[config.mk]
export PLATFORM = sky130hd
export DESIGN_NAME = alu_word_sequencer_flat
export DESIGN_NICKNAME = d
export VERILOG_FILES = /design/src/rtl/alu_word_sequencer_pkg.sv /design/src/rtl/alu_word_sequencer_if.sv /design/src/rtl/alu_word_sequencer.sv /design/src/flat_wrapper.sv
export SDC_FILE = /design/constraint.sdc
export NUM_CORES = 1
export LEC_CHECK = 0
export ABC_AREA = 1
export CELL_PAD_IN_SITES_DETAIL_PLACEMENT = 0
export CELL_PAD_IN_SITES_GLOBAL_PLACEMENT = 1
export CORE_MARGIN = 3
export CORE_UTILIZATION = 38
export DETAILED_ROUTE_END_ITERATION = 16
export PLACE_DENSITY = 0.9
export REMOVE_ABC_BUFFERS = 1
export SYNTH_ARGS = -nofsm -noshare
export SYNTH_HDL_FRONTEND = slang
export SYNTH_SLANG_ARGS = --single-unit
[constraint.sdc]
create_clock -name clk -period 4.77 [get_ports clk]
set_input_delay 0.477 -clock clk [delete_from_list [all_inputs] [get_ports clk]]
set_output_delay 0.477 -clock clk [all_outputs]
set_load 0.1 [all_outputs]
[src/rtl/alu_word_sequencer_pkg.sv]
// Shared constants, opcode classes, FSM state encoding and slice ordering for alu_word_sequencer.
package alu_seq_pkg;

    localparam int BUS_WIDTH    = 8;
    localparam int WORDS        = 4;
    localparam int WORD_BITS    = 2;
    localparam int PREFIX_WIDTH = 2;
    localparam int INST_WIDTH   = 3;
    localparam int OPC_WIDTH    = PREFIX_WIDTH + INST_WIDTH;
    localparam int DATA_WIDTH   = BUS_WIDTH * WORDS;

    typedef logic [PREFIX_WIDTH-1:0] class_t;
    typedef logic [WORD_BITS-1:0]    slice_t;

    localparam class_t CLASS_BITWISE = class_t'(0);
    localparam class_t CLASS_SHIFT   = class_t'(1);
    localparam class_t CLASS_ARITH   = class_t'(2);
    localparam class_t CLASS_ILLEGAL = class_t'(3);

    typedef enum logic [1:0] {
        IDLE = 2'd0,
        EXEC = 2'd1,
        RESP = 2'd2
    } seq_state_t;

    // Right shifts must walk from the top slice down so the shifted-out bit feeds the next lower slice.
    function automatic slice_t slice_index(class_t cls, logic dir_right, slice_t step);
        if ((cls == CLASS_SHIFT) && dir_right) begin
            return slice_t'(WORDS - 1) - step;
        end
        return step;
    endfunction

endpackage

[src/rtl/alu_word_sequencer_if.sv]
// Command, ALU slice and response bundle of alu_word_sequencer; rsp_err exists only with ALU_SEQ_ILLEGAL_TRAP_EN.
interface alu_word_sequencer_if
    import alu_seq_pkg::*;
();

    logic                  cmd_valid;
    logic                  cmd_ready;
    logic [OPC_WIDTH-1:0]  cmd_opcode;
    logic [DATA_WIDTH-1:0] cmd_a;
    logic [DATA_WIDTH-1:0] cmd_b;
    logic                  cmd_cin;

    logic [OPC_WIDTH-1:0]  alu_opcode;
    logic [BUS_WIDTH-1:0]  alu_a;
    logic [BUS_WIDTH-1:0]  alu_b;
    logic                  alu_cin;
    logic [BUS_WIDTH-1:0]  alu_y;
    logic                  alu_cout;
    logic                  alu_zero;

    logic                  rsp_valid;
    logic                  rsp_ready;
    logic [DATA_WIDTH-1:0] rsp_y;
    logic                  rsp_cout;
    logic                  rsp_zero;
    logic                  rsp_negative;
`ifdef ALU_SEQ_ILLEGAL_TRAP_EN
    logic                  rsp_err;
`endif

    modport master (
        input  cmd_valid, cmd_opcode, cmd_a, cmd_b, cmd_cin,
        output cmd_ready,
        output alu_opcode, alu_a, alu_b, alu_cin,
        input  alu_y, alu_cout, alu_zero,
        output rsp_valid, rsp_y, rsp_cout, rsp_zero, rsp_negative,
`ifdef ALU_SEQ_ILLEGAL_TRAP_EN
        output rsp_err,
`endif
        input  rsp_ready
    );

    modport slave (
        output cmd_valid, cmd_opcode, cmd_a, cmd_b, cmd_cin,
        input  cmd_ready,
        input  alu_opcode, alu_a, alu_b, alu_cin,
        output alu_y, alu_cout, alu_zero,
        input  rsp_valid, rsp_y, rsp_cout, rsp_zero, rsp_negative,
`ifdef ALU_SEQ_ILLEGAL_TRAP_EN
        input  rsp_err,
`endif
        output rsp_ready
    );

endinterface

[src/rtl/alu_word_sequencer.sv]
// Runs one wide command through a narrow ALU slice by slice, chaining carry and collecting flags.
// Optional: ALU_SEQ_ILLEGAL_TRAP_EN returns class-3 commands at once with rsp_err set.
//
// state | meaning
// IDLE  | cmd_ready high, waiting for a command
// EXEC  | one slice per cycle while slices remain, then one wrap-up cycle committing flags
// RESP  | rsp_valid high, result held until rsp_ready
module alu_word_sequencer
    import alu_seq_pkg::*;
(
    input logic                  clk,
    input logic                  rst_n,
    alu_word_sequencer_if.master bus
);

    localparam int CNT_W = WORD_BITS + 1;
    localparam logic [CNT_W-1:0] CNT_LOAD = CNT_W'(WORDS);

    seq_state_t            state_q;
    seq_state_t            state_d;
    logic [OPC_WIDTH-1:0]  opc_q;
    logic [DATA_WIDTH-1:0] a_q;
    logic [DATA_WIDTH-1:0] b_q;
    logic [DATA_WIDTH-1:0] y_q;
    logic [CNT_W-1:0]      remain_q;
    logic                  carry_q;
    logic                  zero_acc_q;
    logic                  cout_q;
    logic                  zero_q;
    logic                  trap_q;

    class_t cls;
    slice_t step;
    slice_t slice_idx;
    logic   no_carry;
    logic   accept;
    logic   slice_active;
    logic   wrap_up;

    assign cls       = class_t'(opc_q[OPC_WIDTH-1 -: PREFIX_WIDTH]);
    assign no_carry  = (cls == CLASS_BITWISE) || (cls == CLASS_ILLEGAL);
    assign step      = slice_t'(CNT_LOAD - remain_q);
    assign slice_idx = slice_index(cls, opc_q[0], step);

    always_ff @(posedge clk or negedge rst_n) begin
        if (!rst_n) begin
            state_q <= IDLE;
        end else begin
            state_q <= state_d;
        end
    end

    always_comb begin
        state_d        = state_q;
        accept         = 1'b0;
        slice_active   = 1'b0;
        wrap_up        = 1'b0;
        bus.cmd_ready  = 1'b0;
        bus.rsp_valid  = 1'b0;
        bus.alu_opcode = '0;
        bus.alu_a      = '0;
        bus.alu_b      = '0;
        bus.alu_cin    = 1'b0;
        case (state_q)
            IDLE: begin
                bus.cmd_ready = 1'b1;
                if (bus.cmd_valid) begin
                    accept  = 1'b1;
                    state_d = EXEC;
                end
            end
            EXEC: begin
                if (trap_q || (remain_q == '0)) begin
                    wrap_up = 1'b1;
                    state_d = RESP;
                end else begin
                    slice_active   = 1'b1;
                    bus.alu_opcode = opc_q;
                    bus.alu_a      = a_q[slice_idx*BUS_WIDTH +: BUS_WIDTH];
                    bus.alu_b      = b_q[slice_idx*BUS_WIDTH +: BUS_WIDTH];
                    bus.alu_cin    = no_carry ? 1'b0 : carry_q;
                end
            end
            RESP: begin
                bus.rsp_valid = 1'b1;
                if (bus.rsp_ready) begin
                    state_d = IDLE;
                end
            end
            default: state_d = IDLE;
        endcase
    end

    always_ff @(posedge clk or negedge rst_n) begin
        if (!rst_n) begin
            opc_q      <= '0;
            a_q        <= '0;
            b_q        <= '0;
            y_q        <= '0;
            remain_q   <= '0;
            carry_q    <= 1'b0;
            zero_acc_q <= 1'b0;
            cout_q     <= 1'b0;
            zero_q     <= 1'b0;
        end else begin
            if (accept) begin
                opc_q      <= bus.cmd_opcode;
                a_q        <= bus.cmd_a;
                b_q        <= bus.cmd_b;
                carry_q    <= bus.cmd_cin;
                remain_q   <= CNT_LOAD;
                zero_acc_q <= 1'b1;
                y_q        <= '0;
            end
            if (slice_active) begin
                y_q[slice_idx*BUS_WIDTH +: BUS_WIDTH] <= bus.alu_y;
                zero_acc_q <= zero_acc_q & bus.alu_zero;
                carry_q    <= bus.alu_cout;
                remain_q   <= remain_q - CNT_W'(1);
            end
            // A skipped or carry-less class still reports a clean carry.
            if (wrap_up) begin
                cout_q <= no_carry ? 1'b0 : carry_q;
                zero_q <= zero_acc_q;
            end
        end
    end

`ifdef ALU_SEQ_ILLEGAL_TRAP_EN
    logic err_q;

    always_ff @(posedge clk or negedge rst_n) begin
        if (!rst_n) begin
            trap_q <= 1'b0;
            err_q  <= 1'b0;
        end else begin
            if (accept) begin
                trap_q <= (class_t'(bus.cmd_opcode[OPC_WIDTH-1 -: PREFIX_WIDTH]) == CLASS_ILLEGAL);
            end
            if (wrap_up) begin
                err_q <= trap_q;
            end
        end
    end

    assign bus.rsp_err = err_q;
`else
    assign trap_q = 1'b0;
`endif

    assign bus.rsp_y        = y_q;
    assign bus.rsp_cout     = cout_q;
    assign bus.rsp_zero     = zero_q;
    assign bus.rsp_negative = y_q[DATA_WIDTH-1];

endmodule

[src/flat_wrapper.sv]
// flat-port wrapper written by rule: the top's interface ports become plain ports
module alu_word_sequencer_flat import alu_seq_pkg::*;
  (clk, rst_n, bus_cmd_valid, bus_cmd_opcode, bus_cmd_a, bus_cmd_b, bus_cmd_cin, bus_cmd_ready, bus_alu_opcode, bus_alu_a, bus_alu_b, bus_alu_cin, bus_alu_y, bus_alu_cout, bus_alu_zero, bus_rsp_valid, bus_rsp_y, bus_rsp_cout, bus_rsp_zero, bus_rsp_negative, bus_rsp_ready);
  alu_word_sequencer_if bus_i ();
  input logic clk;
  input logic rst_n;
  input wire logic [$bits(bus_i.cmd_valid)-1:0] bus_cmd_valid;
  input wire logic [$bits(bus_i.cmd_opcode)-1:0] bus_cmd_opcode;
  input wire logic [$bits(bus_i.cmd_a)-1:0] bus_cmd_a;
  input wire logic [$bits(bus_i.cmd_b)-1:0] bus_cmd_b;
  input wire logic [$bits(bus_i.cmd_cin)-1:0] bus_cmd_cin;
  output wire logic [$bits(bus_i.cmd_ready)-1:0] bus_cmd_ready;
  output wire logic [$bits(bus_i.alu_opcode)-1:0] bus_alu_opcode;
  output wire logic [$bits(bus_i.alu_a)-1:0] bus_alu_a;
  output wire logic [$bits(bus_i.alu_b)-1:0] bus_alu_b;
  output wire logic [$bits(bus_i.alu_cin)-1:0] bus_alu_cin;
  input wire logic [$bits(bus_i.alu_y)-1:0] bus_alu_y;
  input wire logic [$bits(bus_i.alu_cout)-1:0] bus_alu_cout;
  input wire logic [$bits(bus_i.alu_zero)-1:0] bus_alu_zero;
  output wire logic [$bits(bus_i.rsp_valid)-1:0] bus_rsp_valid;
  output wire logic [$bits(bus_i.rsp_y)-1:0] bus_rsp_y;
  output wire logic [$bits(bus_i.rsp_cout)-1:0] bus_rsp_cout;
  output wire logic [$bits(bus_i.rsp_zero)-1:0] bus_rsp_zero;
  output wire logic [$bits(bus_i.rsp_negative)-1:0] bus_rsp_negative;
  input wire logic [$bits(bus_i.rsp_ready)-1:0] bus_rsp_ready;
  assign bus_i.cmd_valid = bus_cmd_valid;
  assign bus_i.cmd_opcode = bus_cmd_opcode;
  assign bus_i.cmd_a = bus_cmd_a;
  assign bus_i.cmd_b = bus_cmd_b;
  assign bus_i.cmd_cin = bus_cmd_cin;
  assign bus_cmd_ready = bus_i.cmd_ready;
  assign bus_alu_opcode = bus_i.alu_opcode;
  assign bus_alu_a = bus_i.alu_a;
  assign bus_alu_b = bus_i.alu_b;
  assign bus_alu_cin = bus_i.alu_cin;
  assign bus_i.alu_y = bus_alu_y;
  assign bus_i.alu_cout = bus_alu_cout;
  assign bus_i.alu_zero = bus_alu_zero;
  assign bus_rsp_valid = bus_i.rsp_valid;
  assign bus_rsp_y = bus_i.rsp_y;
  assign bus_rsp_cout = bus_i.rsp_cout;
  assign bus_rsp_zero = bus_i.rsp_zero;
  assign bus_rsp_negative = bus_i.rsp_negative;
  assign bus_i.rsp_ready = bus_rsp_ready;
  alu_word_sequencer u_core (.clk(clk), .rst_n(rst_n), .bus(bus_i));
endmodule
==> results of run 1 <==
-- layout make-up --
cell class | count | area [um^2] | share of cell area (%)
clock buffer | 9 | 225.2 | 3.230
clock inverter | 7 | 75.07 | 1.077
inverter | 58 | 219.0 | 3.140
multi-input combinational | 432 | 2079 | 29.82
sequential | 110 | 2753 | 39.48
tap | 176 | 220.2 | 3.158
timing repair buffer | 145 | 1401 | 20.10
-- kinds of logic after synthesis --
logic type	count (synthesis)	synth area share, %
flops	110	52.41
compound gates	80	8.551
buf+inv	91	8.051
simple gates	346	29.56
fa+ha+maj	6	1.429
-- sequential cells by signal, indices dropped and copies added (netlist names) --
signal / flops
u_core.a_q: 32
u_core.b_q: 32
u_core.bus.rsp_cout: 1
u_core.bus.rsp_y: 32
u_core.bus.rsp_zero: 1
u_core.carry_q: 1
u_core.opc_q: 5
u_core.remain_q: 3
u_core.state_q: 2
u_core.zero_acc_q: 1
-- worst register-to-register path, stage by stage, from the launching register on --
cell	delay [ns]
dfrtp_1	0.36
inv_1	0.10
ha_1	0.29
nand3_4	0.27
nand2_4	0.59
inv_2	0.31
ha_1	0.49
inv_1	0.16
nand2_1	0.10
nor2_2	0.24
nand3b_1	0.14
nand2_1	0.08
-- final timing paths --
path                            cells after the start                    to  slack (ns)
max in group asynchronous                           2  u_core.bus.rsp_y[31]        3.46
worst min register to register                      2        u_core.b_q[30]        0.48
worst max-delay path                                6     bus_alu_opcode[4]        1.33
min in group clk                                    2        u_core.b_q[30]        0.48
worst min-delay path                                1         u_core.b_q[8]        0.25
worst max register to register                     11  u_core.bus.rsp_y[17]        1.59
-- per-stage QoR --
step	setup slack, ns	hold WS, ns
2_1_floorplan	0.1568	0.1814
3_3_place_gp	1.687	0.4551
3_5_place_dp	1.653	0.4576
4_1_cts	1.314	0.2976
5_1_grt	1.167	0.3191
6_report	1.330	0.2509
-- layer usage --
| layer | global-route usage [%] | vias to the layer above | share of wire, % |
|---|---|---|---|
| met2 | 29.49 | 137 | 48 |
| met5 | 0 | - | 0 |
| met4 | 4.913 | 0 | 1.3 |
| met3 | 3.497 | 13 | 5.8 |
| li1 | - | 2273 | - |
| met1 | 24.18 | 2157 | 45 |
-- layout by cell type (no fill, tap or decap), drive strengths merged --
master	synthesis	routed
a21oi	9	9
buf	20	20
bufinv	0	1
clkbuf	13	9
clkdlybuf4s50	0	125
clkinv	0	4
clkinvlp	0	3
dfrtp	110	110
ha	6	6
inv	58	57
nand2	246	246
nand3	60	60
nand3b	16	16
nand4	7	7
nor2	17	17
o211ai	14	14
o21ai	47	47
o22ai	9	9
o31ai	1	1
==> results.ini, run 1 <==
[route]
wire_per_inst_um = 14.38
wirelength_mm = 13.47
drc = 0
drt_iter0_drc = 317
firstDrtPassIters = 5
ant_nets = 0
vias = 4580
vias_per_cell = 4.888

[synthesis]
synth_edf_count = 0
yosysMostFrequentCell = nand2_1
synth_cells = 633
ys_types = 25
yosys-top-cells-count = nand2_1 (237), dfrtp_1 (110), nand3_1 (58)
ys_top_cells_by_area = dfrtp_1 (52%), nand2_1 (17%), nand3_1 (5.5%)
ys_ff_latch = 110
ys_seq_area_share_pct = 52.41
synth_top_area_share_pct = 52.41
ys.flop_type = dfrtp_1
synth_top_area_cell = dfrtp_1
avgSynthCellArea_um2 = 8.298
ys_warn_count = 0
postSynth.asyncResetShare_pct = 100.0
netlist_area_mm2 = 0.005253

[clock_tree]
cts_tree = done
clock_latency_ns = 0.34
clock-sinks = 110
hold_buffers = 0
htree_levels = 3
cts-root-buf = clkbuf_16
cts_resized = 0
clk_pin_slew_worst_paths_ns = 0.07
cts_setup_buffers = 0
cts_buffers = 9
clk_path_buf_depth = 2

[setup_path]
crit_family = buffers and inverters
required_ns = 4.29
startpoint_type = flip-flop
crit_path_start = u_core.remain_q[0]
critPathBufInv = 2
crit_type = flip-flop to output pin
critPathMaxStageDelay_ns = 1.15
timing.rr.start = u_core.opc_q[4]
end_kind = output pin
cpMaxStageDelayCell = clkdlybuf4s50_1
worst_ep_arrival_time_ns = 2.96
path_cells = inv_1 > ha_1 > nand2_1 > nand2_2 > nor2_1 > clkdlybuf4s50_1
cp_max_fo = 18

[run_status]
status = finished, final reports clean

[floorplanning]
die_y_um = 123.6
coreArea_mm2 = 0.01340
ios = 143
die_x_um = 123.6
start_util_pct = 39.20
row_count = 42
die_area_mm2 = 0.01527

[finish]
final_area_mm2 = 0.006973
nFillCells = 1294
drive_gt1_share_pct = 7.622
fin_nets = 846
area_growth_pct = 32.75
diodes = 0
utilization_pct = 52.04
stdcell_count = 937

[sta]
fin_crit_sh_pct = 72.13
rsz0062_at_grt = false
relSlewSlack_pct = 34.69
drv_slew = 0
setup_tns_ns = 0
hold_violations = 0
skew_ns = 0.004425
max_freq_mhz = 290.7
finalSetupViolCount = 0
min_period_ns = 3.440
tightest_slew_ns = 0.9766

[grt]
grt_pass1_vias = 4608
gr-total-overflow = 0
antenna_found_initial = 0
grt_pass1_wl_mm = 21.79
track_usage_pct = 17.88
grt_max_degree = 73

[placement]
io_buffer_count = 142
place_hpwl_mm = 9.200
place.gp.congestion = 0.8150
dpl.cell_count = 921
placed_area_mm2 = 0.006673

[hold_path]
hold_class = input port to asynchronous set/reset pin

[job]
drv_cap = 0

Power of run 1 is not shown: default switching activity piles up to over one toggle a cycle in this logic, so the estimate is an artifact.
==> run 2, diff against run 1 <==
--- a/config.mk
+++ b/config.mk
@@ -9,9 +9,9 @@
 export CELL_PAD_IN_SITES_DETAIL_PLACEMENT = 0
 export CELL_PAD_IN_SITES_GLOBAL_PLACEMENT = 1
 export CORE_MARGIN = 3
-export CORE_UTILIZATION = 38
+export CORE_UTILIZATION = 32
 export DETAILED_ROUTE_END_ITERATION = 16
-export PLACE_DENSITY = 0.9
+export PLACE_DENSITY = 0.82
 export REMOVE_ABC_BUFFERS = 1
 export SYNTH_ARGS = -nofsm -noshare
 export SYNTH_HDL_FRONTEND = slang
==> constraint.sdc (replaced) <==
create_clock -name clk -period 3.13 [get_ports clk]
set_input_delay 0.313 -clock clk [delete_from_list [all_inputs] [get_ports clk]]
set_output_delay 0.313 -clock clk [all_outputs]
set_load 0.1 [all_outputs]
==> run 2 against run 1 <==
The run now ends with hold timing left. Die area grew 18%. Design area grew 4.3%. Sequential share of layout area shrank 1.6 points. Highest routed layer unchanged. First-iteration DRC count shrank 1.6%. Via count shrank 1.5%. Critical path depth grew 4. Largest cell class unchanged. Wire length grew 6.7%.
==> results.ini, run 2 (synthesized netlist as in run 1, its figures left out) <==
[run_status]
status = finished, violations left
violations = hold timing

[placement]
placed_area_mm2 = 0.006948
dpl.cell_count = 966
io_buffer_count = 142
place_hpwl_mm = 9.877
place.gp.congestion = 0.7520

[setup_path]
worst_ep_arrival_time_ns = 2.55
end_kind = output pin
cp_max_fo = 28
crit_type = flip-flop to output pin
rrSetupSlack_ns = 0.50
timing.rr.start = u_core.opc_q[4]
r2r_end = u_core.bus.rsp_y[18]
startpoint_type = flip-flop
required_ns = 2.82
ff2ff_path_depth = 12

[finish]
nFillCells = 1585
drive_gt1_share_pct = 10.53
area_growth_pct = 38.47
multi_input_area_mm2 = 0.002093
seq_area_mm2 = 0.002753
fin_nets = 857
layout_commonest_cell = nand2_1
final_area_mm2 = 0.007273
diodes = 0
stdcell_count = 985
layout_common_cells = nand2_1 (236), clkdlybuf4s50_1 (110), dfrtp_1 (110)

[clock_tree]
clk_pin_slew_worst_paths_ns = 0.07
clk_path_buf_depth = 2
cts-root-buf = clkbuf_16
htree_levels = 3
cts_tree = done
clock-sinks = 110
cts_buffers = 9
clock_latency_ns = 0.35

[sta]
max_freq_mhz = 348.8
min_period_ns = 2.867
rsz0062_at_grt = false
setup_tns_ns = 0
drv_slew = 0
tightest_slew_ns = 0.9942
skew_ns = 0.008193
holdWs_ns = -0.01421
hold_violations = 13
finalSetupViolCount = 0
relSlewSlack_pct = 33.51
fin_crit_sh_pct = 91.59

[grt]
antenna_found_initial = 0
track_usage_pct = 16.19
grt_pass1_vias = 4495
gr-total-overflow = 0
grt_max_degree = 62
grt_pass1_wl_mm = 23.20

[floorplanning]
ios = 143
coreArea_mm2 = 0.01600
die_y_um = 134.1
die_area_mm2 = 0.01799
row_count = 46
start_util_pct = 32.83
die_x_um = 134.1

[hold_path]
hold_class = input port to asynchronous set/reset pin

[job]
drv_cap = 0

[route]
wire_per_inst_um = 14.60
wirelength_mm = 14.38
vias = 4513
vias_per_cell = 4.582
firstDrtPassIters = 4
ant_nets = 0
drt_iter0_drc = 312
drc = 0

[run 2: cell types whose count changed in the layout (fill, tap and decap cells not counted)]
cell             previous run  this run
buf_12                      0        18
clkdlybuf4s50_1           125       110
buf_4                      20        27
clkinvlp_4                  3         0
clkbuf_8                    0         2
clkinv_4                    2         0
buf_6                       0         1
bufinv_16                   1         0
clkinv_2                    2         3
nand2_4                     2         1
nand2_8                     0         1
nor2_2                      2         1
nor2_4                      3         4
[run 2: worst max-delay path by stage]
stage | start | to | slack [ns] | depth (start not counted)
5_1_grt | u_core.opc_q[4] | bus_alu_b[2] | 0.03 | 10
4_1_cts | u_core.opc_q[4] | bus_alu_b[7] | 0.06 | 10
2_1_floorplan | u_core.state_q[0] | u_core.remain_q[2] | -1.48 | 5
3_5_place_dp | u_core.opc_q[4] | bus_alu_b[7] | 0.47 | 10
6_report | u_core.opc_q[4] | bus_alu_a[7] | 0.26 | 10
3_3_place_gp | u_core.opc_q[4] | bus_alu_b[2] | 0.53 | 10
[run 2: stage by stage]
| step | hold slack [ns] | utilization (%) | setup WS (ns) |
|---|---|---|---|
| 2_1_floorplan | 0.01741 | - | -1.483 |
| 3_3_place_gp | 0.3829 | 43.42 | 0.5268 |
| 3_5_place_dp | 0.3847 | 43.42 | 0.4651 |
| 4_1_cts | 0.003140 | 45.07 | 0.05884 |
| 5_1_grt | 0.03991 | 45.46 | 0.02757 |
| 6_report | -0.01421 | 45.46 | 0.2633 |
[run 2: final cells by class]
cell class / instances / share of cell area [%]
inverter: 58 / 3.010
sequential: 110 / 37.85
clock inverter: 2 / 0.1376
tap: 216 / 3.716
clock buffer: 11 / 3.475
multi-input combinational: 432 / 28.78
timing repair buffer: 156 / 23.03
[run 2: timing repair]
item / 4_1_cts / 5_1_grt
endpoints found under the setup margin: 0 / 7
hold buffers: 0 / 0
setup buffers: 0 / 6
resized for setup: 0 / 3
[run 2: worst max-delay path, stage by stage, from the launching register on]
cell and delay (ns):
dfrtp_1 0.36, inv_1 0.09, ha_1 0.27, nand3_4 0.25, nand2_8 0.23, buf_4 0.25, buf_6 0.24, nand2_1 0.08
o211ai_1 0.09, nand2_1 0.13, buf_12 0.19
[run 2: routing by layer]
layer | vias up | share of wire, % | global-route usage [%]
met3 | 12 | 6.7 | 4.951
met4 | 0 | 1.2 | 4.638
met2 | 111 | 45 | 24.68
met5 | - | 0 | 0
li1 | 2290 | - | -
met1 | 2100 | 47 | 22.42
Power of run 2 is left out for the same reason.
==> run 3, diff against run 2 <==
--- a/config.mk
+++ b/config.mk
@@ -10,6 +10,7 @@
 export CELL_PAD_IN_SITES_GLOBAL_PLACEMENT = 1
 export CORE_MARGIN = 3
 export CORE_UTILIZATION = 32
+export CTS_CLUSTER_SIZE = 16
 export DETAILED_ROUTE_END_ITERATION = 16
 export PLACE_DENSITY = 0.82
 export REMOVE_ABC_BUFFERS = 1
==> constraint.sdc (replaced) <==
create_clock -name clk -period 3.13 [get_ports clk]
set_input_delay 0.4695 -clock clk [delete_from_list [all_inputs] [get_ports clk]]
set_output_delay 0.4695 -clock clk [all_outputs]
set_load 0.1 [all_outputs]
==> run 3 against run 2 <==
The flow now finishes without violations. Die area is the same. Sequential share of layout area grew 0.37 points. Worst setup slack lost 0.086 ns.
==> results.ini, run 3 (synthesized netlist as in run 1, its figures left out) <==
[grt]
track_usage_pct = 16.56
gr-total-overflow = 0
grt_pass1_vias = 4491
antenna_found_initial = 0
grt_max_degree = 88
grt_pass1_wl_mm = 23.76

[setup_path]
crit_path_start = u_core.opc_q[4]
path_common_cell = nand2_4
rrSetupSlack_ns = 0.45
r2r_end = u_core.bus.rsp_y[21]
worst_ep_arrival_time_ns = 2.48
crit_type = flip-flop to output pin
ff2ff_path_depth = 12
critPathMaxStageDelay_ns = 0.36
endpoint = bus_alu_a[4]
end_kind = output pin
startpoint_type = flip-flop
required_ns = 2.66
timing.rr.start = u_core.opc_q[4]
cp_max_fo = 28
path_cells = inv_1 > ha_1 > nand2_2 > nand2_4 > nand2_4 > buf_4 > nand2_1 > nand3_1 > a21oi_1 > buf_12
cpMaxStageDelayCell = dfrtp_1

[placement]
place.gp.congestion = 0.7511
io_buffer_count = 142
place_hpwl_mm = 10.13

[sta]
max_freq_mhz = 338.7
min_period_ns = 2.952
fin_crit_sh_pct = 94.32
finalSetupViolCount = 0
rsz0062_at_grt = false
relSlewSlack_pct = 48.59
skew_ns = 0.004003
drv_slew = 0
hold_violations = 0
tightest_slew_ns = 0.7711
setup_tns_ns = 0

[finish]
drive_gt1_share_pct = 14.01
utilization_pct = 45.02
fin_nets = 852
area_growth_pct = 37.14
layout_commonest_cell = nand2_1
layout_common_cells = nand2_1 (236), dfrtp_1 (110), clkdlybuf4s50_1 (82)
diodes = 0

[clock_tree]
cts_setup_buffers = 0
cts-root-buf = clkbuf_16
clk_path_buf_depth = 2
htree_levels = 3
clock_latency_ns = 0.35
cts_buffers = 9
clk_pin_slew_worst_paths_ns = 0.07
hold_buffers = 0
clock-sinks = 110
cts_tree = done

[floorplanning]
die_area_mm2 = 0.01799
row_count = 46
ios = 143
start_util_pct = 32.83
die_y_um = 134.1
coreArea_mm2 = 0.01600
die_x_um = 134.1

[route]
firstDrtPassIters = 5
drc = 0
vias = 4489
wirelength_mm = 14.59
drt_iter0_drc = 279
wire_per_inst_um = 14.89
ant_nets = 0
vias_per_cell = 4.581

[job]
drv_cap = 0

[run_status]
status = finished, final reports clean

[hold_path]
hold_class = input port to asynchronous set/reset pin

[run 3: area by class of cell]
class	instances	area, um^2
timing repair buffer	151	1564
tap	216	270.3
fill	1623	8797
sequential	110	2753
multi-input combinational	432	2101
clock inverter	1	30.03
clock buffer	12	266.5
inverter	58	219.0
[run 3: what timing repair did]
item	in CTS	in global routing
resized for setup	1	4
endpoints found under the setup margin	1	7
pin swaps	0	0
[run 3: stage by stage]
| step | instance area, um^2 | hold WS, ns | std cells | worst slack (ns) |
|---|---|---|---|---|
| 2_1_floorplan | 5047 | 0.1739 | 600 | -1.483 |
| 3_3_place_gp | 6885 | 0.4575 | 967 | 0.4210 |
| 3_5_place_dp | 6885 | 0.4586 | 967 | 0.3925 |
| 4_1_cts | 7187 | 0.2054 | 980 | 0.08698 |
| 5_1_grt | 7203 | 0.2375 | 980 | 0.02951 |
| 6_report | 7203 | 0.1844 | 980 | 0.1777 |
[run 3: routing by layer]
metal  up-vias  wire [um]  part of all wire [%]  track usage (%)
li1       2283          -                     -                -
met4         0        167                   1.1            3.733
met5         -          0                     0                0
met3        13       1147                   7.9            5.476
met1      2058       6613                    45            22.75
met2       135       6665                    46            25.66
[run 3: worst min path at each step]
stage                     endpoint  depth (start not counted)
floorplan            u_core.a_q[0]                          0
global placement    u_core.a_q[27]                          2
detailed placement  u_core.b_q[29]                          2
CTS                  u_core.b_q[6]                          1
global route         u_core.a_q[9]                          1
finish               u_core.b_q[6]                          1
[run 3: worst max-delay path: cells and delay by family, from the launching register on]
kind	cells	cell delay, ns
adder cells (fa/ha/maj)	1	0.28
AO/OA/AOI/OAI	1	0.24
buffers and inverters	3	0.57
AND/OR/NAND/NOR	5	0.68
flip-flops	1	0.36
Power of run 3 is left out for the same reason.
